## src/rtl/instruction_fetch_pkg.sv

```systemverilog
// ---------------------------------------------------------------------------
// instruction_fetch_pkg
//
// Shared constants and types for the instruction fetch unit and its prefetch
// queue. This is the header that sits alongside instructions.v.
//
// Contents:
//   IF_NOP_INSTR     - NOP encoding driven to decode when the queue is empty
//                      and IF_NOP_FILL_EN is defined.
//   IF_RESET_VECTOR  - default first fetch address after reset.
//   IF_WORD_BYTES    - fetch PC increment per instruction word.
//   fetch_entry_t    - one prefetch queue entry {pc, instr}.
//   word_align()     - clears the byte offset of an address.
// ---------------------------------------------------------------------------
package instruction_fetch_pkg;

   localparam logic [31:0] IF_NOP_INSTR    = 32'hE320_F000;
   localparam logic [31:0] IF_RESET_VECTOR = 32'h0000_0000;
   localparam logic [31:0] IF_WORD_BYTES   = 32'd4;

   // One buffered instruction together with the address it was fetched from.
   typedef struct packed {
      logic [31:0] pc;
      logic [31:0] instr;
   } fetch_entry_t;

   // Redirect targets may carry a byte offset; fetch is always word based.
   function automatic logic [31:0] word_align(input logic [31:0] addr);
      return addr & ~32'h0000_0003;
   endfunction

endpackage

```

## src/rtl/instruction_fetch_fetch_queue.sv

```systemverilog
// ---------------------------------------------------------------------------
// fetch_queue
//
// Synchronous prefetch FIFO of {pc, instr} entries with a show-ahead head:
// an entry pushed at edge N is visible on head_entry right after edge N.
// Storage is registered; the head is a plain read of the entry addressed by
// the read pointer, so there is no extra bubble between push and visibility.
//
// Parameters:
//   DEPTH      - number of entries; power of two, at least 2.
//
// Ports:
//   clk        in   clock, rising edge
//   rst        in   asynchronous active-high reset
//   push       in   write push_entry at the tail
//   push_entry in   entry to write
//   pop        in   retire the head entry (ignored while empty)
//   flush      in   discard all entries; overrides push and pop
//   count      out  number of valid entries (0..DEPTH)
//   head_valid out  queue not empty
//   head_entry out  oldest entry (show-ahead)
// ---------------------------------------------------------------------------
module fetch_queue
   import instruction_fetch_pkg::*;
#(
   parameter int DEPTH = 4,
   localparam int PW = $clog2(DEPTH),
   localparam int CW = PW + 1
) (
   input  logic          clk,
   input  logic          rst,
   input  logic          push,
   input  fetch_entry_t  push_entry,
   input  logic          pop,
   input  logic          flush,
   output logic [CW-1:0] count,
   output logic          head_valid,
   output fetch_entry_t  head_entry
);

   localparam logic [CW-1:0] DEPTH_C = CW'(DEPTH);
   localparam logic [CW-1:0] CNT_ONE = CW'(1);
   localparam logic [PW-1:0] PTR_ONE = PW'(1);

   fetch_entry_t  entry_reg [DEPTH];
   logic [PW-1:0] rd_ptr_reg;
   logic [PW-1:0] wr_ptr_reg;
   logic [CW-1:0] count_reg;

   logic do_pop;
   logic do_push;
   logic wr_en;

   // A pop on an empty queue is a no-op. A push into a full queue is only
   // accepted if the head leaves in the same cycle; the fetch unit's request
   // rule already guarantees this, the guard just keeps the FIFO self-safe.
   assign do_pop  = pop && (count_reg != '0);
   assign do_push = push && ((count_reg != DEPTH_C) || do_pop);
   assign wr_en   = do_push && !flush;

   // Entry storage carries no reset: contents are only observed through
   // head_valid, which is derived from the reset count.
   always_ff @(posedge clk) begin
      if (wr_en) begin
         entry_reg[wr_ptr_reg] <= push_entry;
      end
   end

   always_ff @(posedge clk or posedge rst) begin
      if (rst) begin
         rd_ptr_reg <= '0;
         wr_ptr_reg <= '0;
         count_reg  <= '0;
      end else if (flush) begin
         rd_ptr_reg <= '0;
         wr_ptr_reg <= '0;
         count_reg  <= '0;
      end else begin
         if (do_push) begin
            wr_ptr_reg <= wr_ptr_reg + PTR_ONE;
         end
         if (do_pop) begin
            rd_ptr_reg <= rd_ptr_reg + PTR_ONE;
         end
         // Simultaneous push and pop leaves the count unchanged.
         if (do_push && !do_pop) begin
            count_reg <= count_reg + CNT_ONE;
         end else if (do_pop && !do_push) begin
            count_reg <= count_reg - CNT_ONE;
         end
      end
   end

   assign count      = count_reg;
   assign head_valid = (count_reg != '0);
   assign head_entry = entry_reg[rd_ptr_reg];

endmodule

```

## src/rtl/instruction_fetch.sv

```systemverilog
// ---------------------------------------------------------------------------
// instruction_fetch
//
// Owns the program counter, issues word reads to instruction memory over a
// request/acknowledge handshake and buffers returned words in a prefetch
// queue feeding instruction_decode. Branch redirects flush the queue, discard
// any in-flight return and restart fetch at the target.
//
// Build option:
//   IF_NOP_FILL_EN - when defined, an empty queue presents the NOP encoding on
//                    instr_o and the current fetch PC on instr_pc_o. When not
//                    defined, both read 0 while the queue is empty.
//
// Parameters:
//   DEPTH           - prefetch queue entries; power of two, at least 2.
//   RESET_PC        - first fetch address after reset; word aligned.
//
// Ports:
//   clk             in   clock, rising edge
//   rst             in   asynchronous active-high reset
//   mem_req_o       out  read request, held until acknowledged
//   mem_addr_o      out  word address of the request
//   mem_ack_i       in   memory accepts and returns data this cycle
//   mem_data_i      in   instruction word, valid with mem_ack_i
//   instr_valid_o   out  queue head valid
//   instr_o         out  queue head instruction
//   instr_pc_o      out  address of the queue head instruction
//   instr_ready_i   in   decode consumes the head this cycle
//   branch_valid_i  in   redirect request from execute
//   branch_target_i in   redirect address, bits [1:0] ignored
// ---------------------------------------------------------------------------
module instruction_fetch
   import instruction_fetch_pkg::*;
#(
   parameter int          DEPTH    = 4,
   parameter logic [31:0] RESET_PC = IF_RESET_VECTOR
) (
   input  logic        clk,
   input  logic        rst,
   output logic        mem_req_o,
   output logic [31:0] mem_addr_o,
   input  logic        mem_ack_i,
   input  logic [31:0] mem_data_i,
   output logic        instr_valid_o,
   output logic [31:0] instr_o,
   output logic [31:0] instr_pc_o,
   input  logic        instr_ready_i,
   input  logic        branch_valid_i,
   input  logic [31:0] branch_target_i
);

   localparam int            CW      = $clog2(DEPTH) + 1;
   localparam logic [CW-1:0] DEPTH_C = CW'(DEPTH);
   localparam logic [CW-1:0] CNT_ONE = CW'(1);

   // Handshake, PC and drop state.
   logic        req_reg,  req_next;
   logic [31:0] addr_reg, addr_next;
   logic [31:0] pc_reg,   pc_next;
   logic        drop_reg, drop_next;

   // Queue interface.
   logic          q_push;
   logic          q_pop;
   logic          q_flush;
   logic [CW-1:0] q_count;
   logic [CW-1:0] count_next;
   logic          q_valid;
   fetch_entry_t  q_head;
   fetch_entry_t  q_push_entry;

   // An acknowledge only means something while a request is outstanding;
   // a stray ack (e.g. left over from before a reset) is ignored.
   logic ack_live;
   assign ack_live = req_reg && mem_ack_i;

   // Redirect wins over both push and pop.
   assign q_flush = branch_valid_i;
   assign q_push  = ack_live && !drop_reg && !branch_valid_i;
   assign q_pop   = q_valid && instr_ready_i && !branch_valid_i;

   assign q_push_entry.pc    = pc_reg;
   assign q_push_entry.instr = mem_data_i;

   fetch_queue #(
      .DEPTH (DEPTH)
   ) u_fetch_queue (
      .clk        (clk),
      .rst        (rst),
      .push       (q_push),
      .push_entry (q_push_entry),
      .pop        (q_pop),
      .flush      (q_flush),
      .count      (q_count),
      .head_valid (q_valid),
      .head_entry (q_head)
   );

   // Occupancy the queue will have after this edge; the request decision is
   // made against it so that a freshly issued request always has a free slot.
   always_comb begin
      count_next = q_count;
      if (q_flush) begin
         count_next = '0;
      end else if (q_push && !q_pop) begin
         count_next = q_count + CNT_ONE;
      end else if (q_pop && !q_push) begin
         count_next = q_count - CNT_ONE;
      end
   end

   always_comb begin
      pc_next = pc_reg;
      if (branch_valid_i) begin
         pc_next = word_align(branch_target_i);
      end else if (q_push) begin
         // Wraps modulo 2^32.
         pc_next = pc_reg + IF_WORD_BYTES;
      end
   end

   // The drop flag marks the outstanding request as stale: its data must be
   // thrown away when it returns. Any ack consumes the flag; a redirect that
   // arrives while a request is still waiting (re)arms it. An ack in the same
   // cycle as the redirect is simply not pushed, so no flag is needed then.
   always_comb begin
      drop_next = drop_reg;
      if (ack_live) begin
         drop_next = 1'b0;
      end
      if (branch_valid_i && req_reg && !mem_ack_i) begin
         drop_next = 1'b1;
      end
   end

   // Request/address. A pending request holds both outputs stable, even
   // across a redirect. Once it is acknowledged the request drops for one
   // cycle; while idle a new request starts whenever a slot will be free.
   // The address follows the fetch PC whenever no request is pending.
   always_comb begin
      req_next  = req_reg;
      addr_next = addr_reg;
      if (!(req_reg && !mem_ack_i)) begin
         req_next  = !req_reg && (count_next < DEPTH_C);
         addr_next = pc_next;
      end
   end

   always_ff @(posedge clk or posedge rst) begin
      if (rst) begin
         req_reg  <= 1'b0;
         addr_reg <= RESET_PC;
         pc_reg   <= RESET_PC;
         drop_reg <= 1'b0;
      end else begin
         req_reg  <= req_next;
         addr_reg <= addr_next;
         pc_reg   <= pc_next;
         drop_reg <= drop_next;
      end
   end

   assign mem_req_o     = req_reg;
   assign mem_addr_o    = addr_reg;
   assign instr_valid_o = q_valid;

`ifdef IF_NOP_FILL_EN
   // Decode always sees a harmless instruction, valid or not.
   assign instr_o    = q_valid ? q_head.instr : IF_NOP_INSTR;
   assign instr_pc_o = q_valid ? q_head.pc    : pc_reg;
`else
   assign instr_o    = q_valid ? q_head.instr : 32'h0000_0000;
   assign instr_pc_o = q_valid ? q_head.pc    : 32'h0000_0000;
`endif

endmodule

```

## config.mk

```make
export PLATFORM = sky130hd
export DESIGN_NAME = instruction_fetch
export DESIGN_NICKNAME = d
export VERILOG_FILES = /design/src/rtl/instruction_fetch_pkg.sv /design/src/rtl/instruction_fetch_fetch_queue.sv /design/src/rtl/instruction_fetch.sv
export SDC_FILE = /design/constraint.sdc
export NUM_CORES = 1
export LEC_CHECK = 0
export CAP_MARGIN = 20
export CORE_MARGIN = 2
export CORE_UTILIZATION = 47
export CTS_CLUSTER_DIAMETER = 120
export DETAILED_ROUTE_END_ITERATION = 16
export PLACE_DENSITY = 0.72
export SYNTH_ARGS = -nofsm -noshare
export SYNTH_HDL_FRONTEND = slang
export SYNTH_SLANG_ARGS = --single-unit
```

## constraint.sdc

```tcl
create_clock -name clk -period 3.1 [get_ports clk]
set_input_delay 0.31 -clock clk [delete_from_list [all_inputs] [get_ports clk]]
set_output_delay 0.31 -clock clk [all_outputs]
set_load 0.02 [all_outputs]
```

# Word level (Yosys, flattened, before mapping)

Memories as Yosys holds them, arrays and structs flattened.
Cells that the tools add are included.

Add/sub/neg operators: 5
$lt $le $gt $ge: 1
Equal/unequal tests: 1
Mux-type cells: 18
Reductions and logical operators: 30

Operator list:

| cell                                                                | number |
|---|---|
| 32-bit 2-to-1 mux                                                   | 4 |
| 32-bit by 3-bit adder with 32-bit output (second input constant)    | 1 |
| 3-bit 2-to-1 mux                                                    | 6 |
| 1-bit logical AND                                                   | 16 |
| 1-bit logical NOT                                                   | 8 |
| 2-bit 2-to-1 mux                                                    | 4 |
| 2-bit nonzero test                                                  | 3 |
| 3-bit nonzero test                                                  | 2 |
| 2-bit by 1-bit adder with 2-bit output (second input constant)      | 2 |
| 1-bit 2-to-1 mux                                                    | 4 |
| 3-bit by 1-bit adder with 3-bit output (second input constant)      | 1 |
| 3-bit < comparator (second input constant)                          | 1 |
| 3-bit != test (second input constant)                               | 1 |
| 3-bit by 1-bit subtractor with 3-bit output (second input constant) | 1 |
| 1-bit logical OR                                                    | 1 |

Register bits: 73
RAM bits: 256
Input bits: 69
Output and inout port bits: 98
Logic and storage cells: 63
Memories kept: 1

Memory list:

| memory                  | depth | width | rd ports | clocked after Yosys merged registers in | wr ports | line                                | RTL |
|---|---|---|---|---|---|---|---|
| u_fetch_queue.entry_reg | 4     | 64    | 1        | 0                                       | 1        | instruction_fetch_fetch_queue.sv:45 | `fetch_entry_t entry_reg [DEPTH];` |

# Longest topological paths before layout

Gate-level depths: netlist (run 1).

Depth after elaboration: 11
Depth in mapped cells: 8
Gate-level depth less buffers: 7

# By module

A second synthesis (run 1) with hierarchy kept.

Cells, all modules: 781
Area, all modules: 13,489.2 µm²

Modules (own cells, without submodules):

| module            | instances | cells an instance | area each (µm²) | sequential area each (µm²) |
|---|---|---|---|---|
| fetch_queue       | 1         | 397               | 9,786.9         | 7,862.5 |
| instruction_fetch | 1         | 384               | 3,702.3         | 1,651.6 |

# Worst setup path after synthesis (run 1)

OpenSTA, ideal clock, no wires.

Path type: reg-to-reg
From: reg req_reg, in the netlist mem_req_o
To: mem u_fetch_queue.entry_reg[1][0] (netlist bit) (enable)
Setup time: 0.429 ns
Arrival time: 2.723 ns
Required time: 2.671 ns
Setup slack: -0.052 ns
Stages on the path, launching flop included: 5
Path buffers: 1
Clock period less this slack: 3.152 ns
Cell sequence: dfrtp_1 -> buf_2 -> nand4bb_1 -> a31oi_1 -> and2_1

Longest elaborated chain between the ends: 7

RTL lines:

| what                                   | line                                | RTL |
|---|---|---|
| start, declared                        | instruction_fetch.sv:57             | `logic req_reg, req_next;` |
| start signal, assigned                 | instruction_fetch.sv:156            | `req_reg <= req_next;` |
| 1-bit logical AND                      | instruction_fetch.sv:75             | `assign ack_live = req_reg && mem_ack_i;` |
| 1-bit logical AND (2 in a row)         | instruction_fetch.sv:79             | `assign q_push = ack_live && !drop_reg && !branch_valid_i;` |
| 1-bit logical AND                      | instruction_fetch_fetch_queue.sv:58 | `assign do_push = push && ((count_reg != DEPTH_C) \|\| do_pop);` |
| 1-bit logical AND                      | instruction_fetch_fetch_queue.sv:59 | `assign wr_en = do_push && !flush;` |
| 1-bit 2-to-1 mux                       | instruction_fetch_fetch_queue.sv:64 | `if (wr_en) begin` |
| 1-bit 2-to-1 mux (not written as such) | instruction_fetch_fetch_queue.sv:65 | `entry_reg[wr_ptr_reg] <= push_entry;` |
| end, declared                          | instruction_fetch_fetch_queue.sv:45 |  |

Every way passes these cells.

# Worst setup path after layout (run 1)

From: reg u_fetch_queue.rd_ptr_reg[0]
To: out instr_o[22]

Longest elaborated chain between the ends: 2

RTL lines:

| what                   | line                                | RTL |
|---|---|---|
| start, declared        | instruction_fetch_fetch_queue.sv:46 | `logic [PW-1:0] rd_ptr_reg;` |
| start signal, assigned | instruction_fetch_fetch_queue.sv:83 | `rd_ptr_reg <= rd_ptr_reg + PTR_ONE;` |
| memory read 4 x 64 bit | -                                   |  |
| 32-bit 2-to-1 mux      | instruction_fetch.sv:172            | `assign instr_o = q_valid ? q_head.instr : 32'h0000_0000;` |
| end, declared          | instruction_fetch.sv:45             | `output logic [31:0] instr_o,` |

Every way passes these cells.

==> results of run 1 <==
## layer usage
layer | track usage, % | wire length, um
met5 | 0 | 0
met4 | 3.990 | 388
met3 | 3.012 | 1222
met2 | 30.20 | 13220
met1 | 25.62 | 12130
## stage by stage
step	hold slack [ps]	total power [mW]	cell area, um^2
floorplan	399.9	7.747	13460
global placement	458.1	9.477	15770
detailed placement	470.3	9.533	15770
CTS	253.3	13.45	16860
global route	279.1	13.87	16860
finish	233.0	13.29	16860
## worst min path at each step
stage | from | to | slack, ps | depth (start not counted)
floorplan | mem_ack_i | drop_reg | 400 | 1
global placement | mem_addr_o[0] | mem_addr_o[0] | 460 | 2
detailed placement | mem_addr_o[4] | mem_addr_o[4] | 470 | 2
CTS | rst | mem_req_o | 250 | 2
global route | rst | mem_addr_o[28] | 280 | 2
finish | rst | mem_addr_o[28] | 230 | 2
## report_power, final
part	total [mW]	switching [mW]	leakage [nW]	internal, mW
logic	4.07	1.99	2.09	2.09
registers	5.33	0.249	3.20	5.08
clock network	3.88	1.60	0.525	2.28
total	13.3	3.83	5.81	9.45
## cells in the final DEF (no fill, tap or decap), types with 8 or more instances in the layout
cell type	instances
nand2_1	45
xor2_1	22
mux4_2	64
nor3_1	12
buf_12	14
and3_1	18
nor2_1	23
clkbuf_16	36
a221o_1	14
clkdlybuf4s50_1	164
buf_4	14
mux2_2	22
o21ai_0	15
and2_1	64
ha_1	8
dfrtp_1	71
clkbuf_1	10
edfxtp_1	256
xnor2_1	11
nand3_1	14
## cells by family after synthesis
group | after synthesis
buffers and inverters | 52
AOI/OAI and AO/OA | 50
adders and majority gates | 8
muxes | 89
xor gates and xnor gates | 33
and+or+nand+nor | 215
DFF | 329
## layout make-up
class / instances / share of cell area [%]
Sequential cell: 329 / 56.45
Multi-Input combinational cell: 395 / 22.13
Timing Repair Buffer: 192 / 12.02
Clock buffer: 49 / 5.772
Tap cell: 378 / 2.805
Clock inverter: 14 / 0.6232
Inverter: 9 / 0.2003
## repair_timing
| action | CTS | global route |
|---|---|---|
| setup buffers | 1 | 0 |
| gates resized for setup | 0 | 0 |
| endpoints found under the hold margin | 0 | 0 |
| endpoints found under the setup margin | 2 | 0 |
==> impl_metrics.ini, run 1 <==
[synthesis]
synth_edf_count = 256
synth.cell_area_um2 = 13450
ys_seq_area_share_pct = 70.72
synth_top_cell_area_share_pct = 57.14
async_flop_share_pct = 22.19
synth.area.mux_share_pct = 12.78
syn-instance-count = 776
synth-compound-area-share_pct = 2.706
synth_common_cells = edfxtp_1 (256), dfrtp_1 (73), and2_1 (68)
yosys.area.top_type = edfxtp_1
ys.flop_type = edfxtp_1
synthXorXnorAreaFrac_pct = 2.148
ys_seq_elements = 329
synth_top_family_by_area = multiplexers
synthesis.nets = 853
yosys.area_share.simple_pct = 9.253
post_synth_main_area_contributors = edfxtp_1 (57%), dfrtp_1 (14%), mux4_2 (11%)
synth.most_common_cell = edfxtp_1
yosys_warnings = 0
synth_fa_ha_area_share_pct = 0.7440
synthDistinctLibCells = 47
avgSynthCellArea_um2 = 17.34

[placement]
dp_slack_ps = 525.8
gp_congestion = 0.7650
dp_hpwl_um = 17260
portBuffers = 164
dp_cells = 1302

[outcome]
status = finished, final reports clean

[finish]
instances_no_fill = 1366
drive_gt1_share_pct = 18.42
multi_input_area_um2 = 3732
fillCellCount = 2113
largest_reg_flops = 256
utilization_pct = 60.20
diodes = 0
register_area_um2 = 9519
layout.nets = 1039
syn_to_final_growth_pct = 25.34

[grt]
overflow = 0
grt_pass1_wl_um = 42710
antenna_found_initial = 0
grt_start_max_net_pins = 68
grt_pass1_vias = 7562
globalRouteTotalUtil_pct = 18.22

[sta]
rsz0062_at_grt = false
tns_ps = 0
finalCritPeriodShare_pct = 91.75
final_hold_viol_count = 0
worst_pin_slew_ps = 690.7
slew_headroom_pct = 53.89
skew_ps = 13.63
max_freq_mhz = 351.6
setup_slack_ps = 255.6
drv_slew = 0
min_period_ps = 2844
setup_viol = 0

[cts]
hold_buffers = 0
cts_buffers = 35
cts.sinks = 329
clk_latency_ps = 510
cts_buffer_depth = 3
path_clk_slew_ps = 60
cts_tree = yes
cts_root_buf = clkbuf_16
htree_levels = 2

[detailed_routing]
firstDrtPassIters = 5
num_vias = 7367
detail_route.wirelength_um = 26950
drtIter0Drc = 715
wl_per_cell_um = 19.73
drc = 0
postRouteAntennaNets = 0
routed_via_density = 5.393

[worst_setup_path]
reg2regPathDepth = 6
crit_start = u_fetch_queue.rd_ptr_reg[0]
endpoint = instr_o[22]
crit_arrival_ps = 2530
reg2reg_from = pc_reg[3]
cp_slowest_stage_delay_ps = 560
critPathTopFamily = buffers and inverters
path_buf_inv = 2
r2r_end = mem_addr_o[28]
crit_slowest_cell = mux4_2
end_kind = output pin
worstSetupPathType = flip-flop to output pin
reg2reg_setup_slack_ps = 670
path_max_fanout = 26
critPathRequiredTime_ps = 2790
path_cells = buf_12 > mux4_2 > and2_1 > clkdlybuf4s50_1
startpoint_type = flip-flop
cp.depth = 4

[die]
die_w_um = 173.2
placementRows = 61
die_h_um = 173.2
ios = 167
core_area_um2 = 28010
die_area_um2 = 29990
start_util_pct = 48.03

[pwr]
irDropWorstVdd_v = 0.0004386
p_per_area_nw_per_um2 = 787.8
p_leak_nw = 5.810

[run]
drv_cap = 0

[min_path]
hp-class = input pin to async pin
(Power assumes the default switching activity.)
==> inputs of run 2 (changes only) <==
--- a/config.mk
+++ b/config.mk
@@ -7,10 +7,10 @@
 export LEC_CHECK = 0
 export CAP_MARGIN = 20
 export CORE_MARGIN = 2
-export CORE_UTILIZATION = 47
+export CORE_UTILIZATION = 50
 export CTS_CLUSTER_DIAMETER = 120
 export DETAILED_ROUTE_END_ITERATION = 16
-export PLACE_DENSITY = 0.72
+export PLACE_DENSITY = 0.76
 export SYNTH_ARGS = -nofsm -noshare
 export SYNTH_HDL_FRONTEND = slang
 export SYNTH_SLANG_ARGS = --single-unit
==> impl_metrics.ini, run 2 (synthesis results as in run 1) <==
[detailed_routing]
wl_met2_um = 12910
wl_per_cell_um = 19.85
postRouteAntennaNets = 0
maxUsedRoutingLayer = met4
drc = 0
routed_via_density = 5.571
drtIter0Drc = 541
num_vias = 7415
met3_length_um = 1320
detail_route.wirelength_um = 26420
drt-met1-wl_um = 11780
firstDrtPassIters = 4

[cts]
cts_root_buf = clkbuf_16
cts_buffers = 34
cts_buffer_depth = 3
cts_tree = yes
path_clk_slew_ps = 60
clk_latency_ps = 510
hold_buffers = 0
cts.sinks = 329
htree_levels = 2

[grt]
globalRouteTotalUtil_pct = 19.08
antenna_found_initial = 0
grt_start_max_net_pins = 47
grt_pass1_vias = 7497
grt_pass1_wl_um = 41670
overflow = 0

[worst_setup_path]
cp_slowest_stage_delay_ps = 620
critPathRequiredTime_ps = 2790
path_buf_inv = 3
critPathTopFamily = buffers and inverters
end_kind = output pin
path_max_fanout = 46
path_cells = inv_1 > ha_1 > nand2b_4 > buf_12 > and2_1 > clkdlybuf4s50_1
startpoint_type = flip-flop
crit_arrival_ps = 2610
worstSetupPathType = flip-flop to output pin
crit_slowest_cell = clkdlybuf4s50_1

[sta]
min_period_ps = 2921
skew_ps = 12.46
setup_viol = 0
worst_pin_slew_ps = 873.3
tns_ps = 0
max_freq_mhz = 342.3
drv_slew = 0
finalCritPeriodShare_pct = 94.23
rsz0062_at_grt = false
final_hold_viol_count = 0
slew_headroom_pct = 41.69

[die]
placementRows = 60
core_area_um2 = 26650
die_h_um = 168.0
die_w_um = 168.0
ios = 167
start_util_pct = 50.48
die_area_um2 = 28240

[pwr]
p_leak_nw = 5.850
irDropWorstVdd_v = 0.0003540
p_per_area_nw_per_um2 = 798.0

[run]
drv_cap = 0

[placement]
gp_congestion = 0.7673
dp_cells = 1266
portBuffers = 164
dp_hpwl_um = 16750

[finish]
fillCellCount = 1893
largest_reg_flops = 256
instances_no_fill = 1331
syn_to_final_growth_pct = 25.57
drive_gt1_share_pct = 18.89
diodes = 0
final_common_cell = edfxtp_1
layout.nets = 1042
mostFrequentLayoutCells = edfxtp_1 (256), clkdlybuf4s50_1 (164), dfrtp_1 (71)

[outcome]
status = finished, final reports clean

[min_path]
hp-class = input pin to async pin
[run 2: per-stage QoR]
stage	hold WS, ps	power (mW)	instance area, um^2	setup WS [ps]	util [%]
after global placement	457.2	9.520	15740	546.9	59.06
final	315.1	13.48	16900	178.8	63.39
after detailed placement	464.5	9.567	15740	510.5	59.06
after floorplan	399.9	7.747	13460	629.8	-
after CTS	325.9	13.66	16890	0.3200	63.38
after global routing	395.8	14.09	16900	21.03	63.39
[run 2: what timing repair did]
action,CTS,global route
cloned,0,0
gates resized for setup,0,1
setup buffers,4,0
endpoints found under the setup margin,2,45
[run 2: cell type report]
class / instances / area (um^2) / area share, %
flip-flops and latches: 329 / 9519 / 56.34
multi-input cells: 395 / 3737 / 22.12
repair buffers: 196 / 2057 / 12.18
clock buffers: 45 / 922.1 / 5.458
well taps: 341 / 426.7 / 2.525
clock inverters: 16 / 198.9 / 1.178
inverters: 9 / 33.78 / 0.2000
[run 2: worst paths after layout]
| check | slack [ps] | start | cells past startpoint | endpoint |
|---|---|---|---|---|
| min in group clk | 400 | branch_target_i[7] | 3 | pc_reg[7] |
| setup reg to reg | 670 | pc_reg[2] | 5 | mem_addr_o[29] |
| hold reg to reg | 480 | mem_addr_o[2] | 2 | mem_addr_o[2] |
| setup / recovery | 180 | u_fetch_queue.count[1] | 6 | instr_o[3] |
| hold / removal | 320 | rst | 2 | mem_addr_o[26] |
| max in group asynchronous | 2110 | rst | 3 | pc_reg[17] |
[run 2: layer usage]
layer	track usage (%)	vias up
li1	-	3387
met1	27.31	3781
met2	31.12	213
met3	3.244	34
met4	4.499	0
met5	0	-
[run 2: where the power goes]
part | switching [mW] | internal, mW | leakage (nW) | total (mW)
Clock | 1.58 | 2.44 | 0.542 | 4.02
Combinational | 1.98 | 2.13 | 2.11 | 4.11
Sequential | 0.269 | 5.08 | 3.20 | 5.35
Total | 3.83 | 9.65 | 5.85 | 13.5
==> inputs of run 3 (changes only) <==
==> constraint.sdc (replaced) <==
create_clock -name clk -period 3.1 [get_ports clk]
set_input_delay 0.31 -clock clk [delete_from_list [all_inputs] [get_ports clk]]
set_output_delay 0.31 -clock clk [all_outputs]
set_load 0.1 [all_outputs]
==> impl_metrics.ini, run 3 (synthesis results as in run 1) <==
[worst_setup_path]
path_cells = inv_1 > ha_1 > nand2b_2 > buf_12 > and2_1 > buf_4
crit_arrival_ps = 2490
worstSetupPathType = flip-flop to output pin
path_max_fanout = 42
cp_slowest_stage_delay_ps = 430
reg2regPathDepth = 5
critPathRequiredTime_ps = 2790
startpoint_type = flip-flop
end_kind = output pin
crit_slowest_cell = nand2b_2

[cts]
cts_root_buf = clkbuf_16
cts_tree = yes
path_clk_slew_ps = 60
cts_buffer_depth = 3
cts.sinks = 329
cts_buffers = 34
clk_latency_ps = 510
htree_levels = 2
post_cts_buffers = 0
postCtsResizedCells = 0
hold_buffers = 0

[detailed_routing]
num_vias = 7405
firstDrtPassIters = 5
drc = 0
wl_per_cell_um = 20.23
detail_route.wirelength_um = 26740
drtIter0Drc = 751
postRouteAntennaNets = 0
routed_via_density = 5.601

[grt]
overflow = 0
grt_pass1_wl_um = 41990
globalRouteTotalUtil_pct = 19.25
grt_start_max_net_pins = 51
grt_pass1_vias = 7582
antenna_found_initial = 0

[finish]
syn_to_final_growth_pct = 25.10
mostFrequentLayoutCells = edfxtp_1 (256), clkdlybuf4s50_1 (94), dfrtp_1 (71)
layout.nets = 1033
largest_reg_flops = 256
diodes = 0
drive_gt1_share_pct = 25.59
final_common_cell = edfxtp_1
fillCellCount = 1903

[sta]
worst_pin_slew_ps = 985.5
max_freq_mhz = 357.0
setup_viol = 0
drv_slew = 0
final_hold_viol_count = 0
finalCritPeriodShare_pct = 90.36
rsz0062_at_grt = false
slew_headroom_pct = 34.10
min_period_ps = 2801
skew_ps = 12.20
tns_ps = 0

[outcome]
status = finished, final reports clean

[die]
placementRows = 60
ios = 167
start_util_pct = 50.48
die_h_um = 168.0
core_area_um2 = 26650
die_w_um = 168.0
die_area_um2 = 28240

[pwr]
irDropWorstVdd_v = 0.0005771
power_mw = 16.80
p_per_area_nw_per_um2 = 998.4
p_leak_nw = 5.958

[min_path]
hp-class = input pin to async pin

[placement]
dp_hpwl_um = 16870
gp_congestion = 0.8043
portBuffers = 164

[run]
drv_cap = 0
-- run 3: cell count changes in the layout (fill, tap and decap cells not counted), sizes merged --
cell and delta:
clkdlybuf4s50 -70, buf +61, bufinv -3, clkbuf +2
clkinv -1, clkinvlp +1, inv +1
-- run 3: final cells by class --
cell class / count / area, um^2 / share of cell area (%)
clock buffer: 47 / 970.9 / 5.769
clock inverter: 14 / 108.9 / 0.6467
inverter: 9 / 33.78 / 0.2007
multi-input combinational: 395 / 3732 / 22.18
sequential: 329 / 9519 / 56.56
tap: 341 / 426.7 / 2.535
timing repair buffer: 187 / 2039 / 12.12
-- run 3: routing by layer --
layer	share of wire [%]	GRT usage (%)	vias to the layer above
met5	0	0	-
met4	1.5	4.234	0
met3	5.8	3.761	38
met2	49	31.87	224
met1	43	26.92	3776
li1	-	-	3367
-- run 3: worst paths after layout --
check                                       startpoint             end  slack [ps]
worst max-delay path            u_fetch_queue.count[0]      instr_o[2]         300
worst min-delay path                               rst  mem_addr_o[26]           5
worst max register to register               pc_reg[2]  mem_addr_o[29]         730
worst min register to register           mem_addr_o[1]   mem_addr_o[1]         490
max in group asynchronous                          rst       pc_reg[9]        2420
min in group clk                   branch_target_i[18]      pc_reg[18]         390
-- run 3: worst max-delay path, delay by kind of cell (launching register included) --
| kind | cells | cell delay [ps] |
|---|---|---|
| adders and majority gates | 1 | 290 |
| buffers and inverters | 3 | 650 |
| DFF | 1 | 400 |
| and+or+nand+nor | 2 | 620 |
-- run 3: report_power, final --
group	internal [mW]	leakage (nW)	switching [mW]
Sequential	5.08	3.20	0.294
Clock	2.29	0.528	1.61
Combinational	2.19	2.23	5.35
Total	9.55	5.96	7.25
-- run 3: per-stage QoR --
| stage | worst slack, ps | utilization, % | area, um^2 | hold slack, ps | cells |
|---|---|---|---|---|---|
| 2_1_floorplan | 54.81 | - | 13460 | 399.9 | 776 |
| 3_3_place_gp | 535.5 | 59.03 | 15730 | 455.1 | 1260 |
| 3_5_place_dp | 501.0 | 59.03 | 15730 | 457.4 | 1260 |
| 4_1_cts | 229.1 | 63.08 | 16810 | 366.4 | 1321 |
| 5_1_grt | 95.55 | 63.15 | 16830 | 21.91 | 1322 |
| 6_report | 298.8 | 63.15 | 16830 | 5.428 | 1322 |
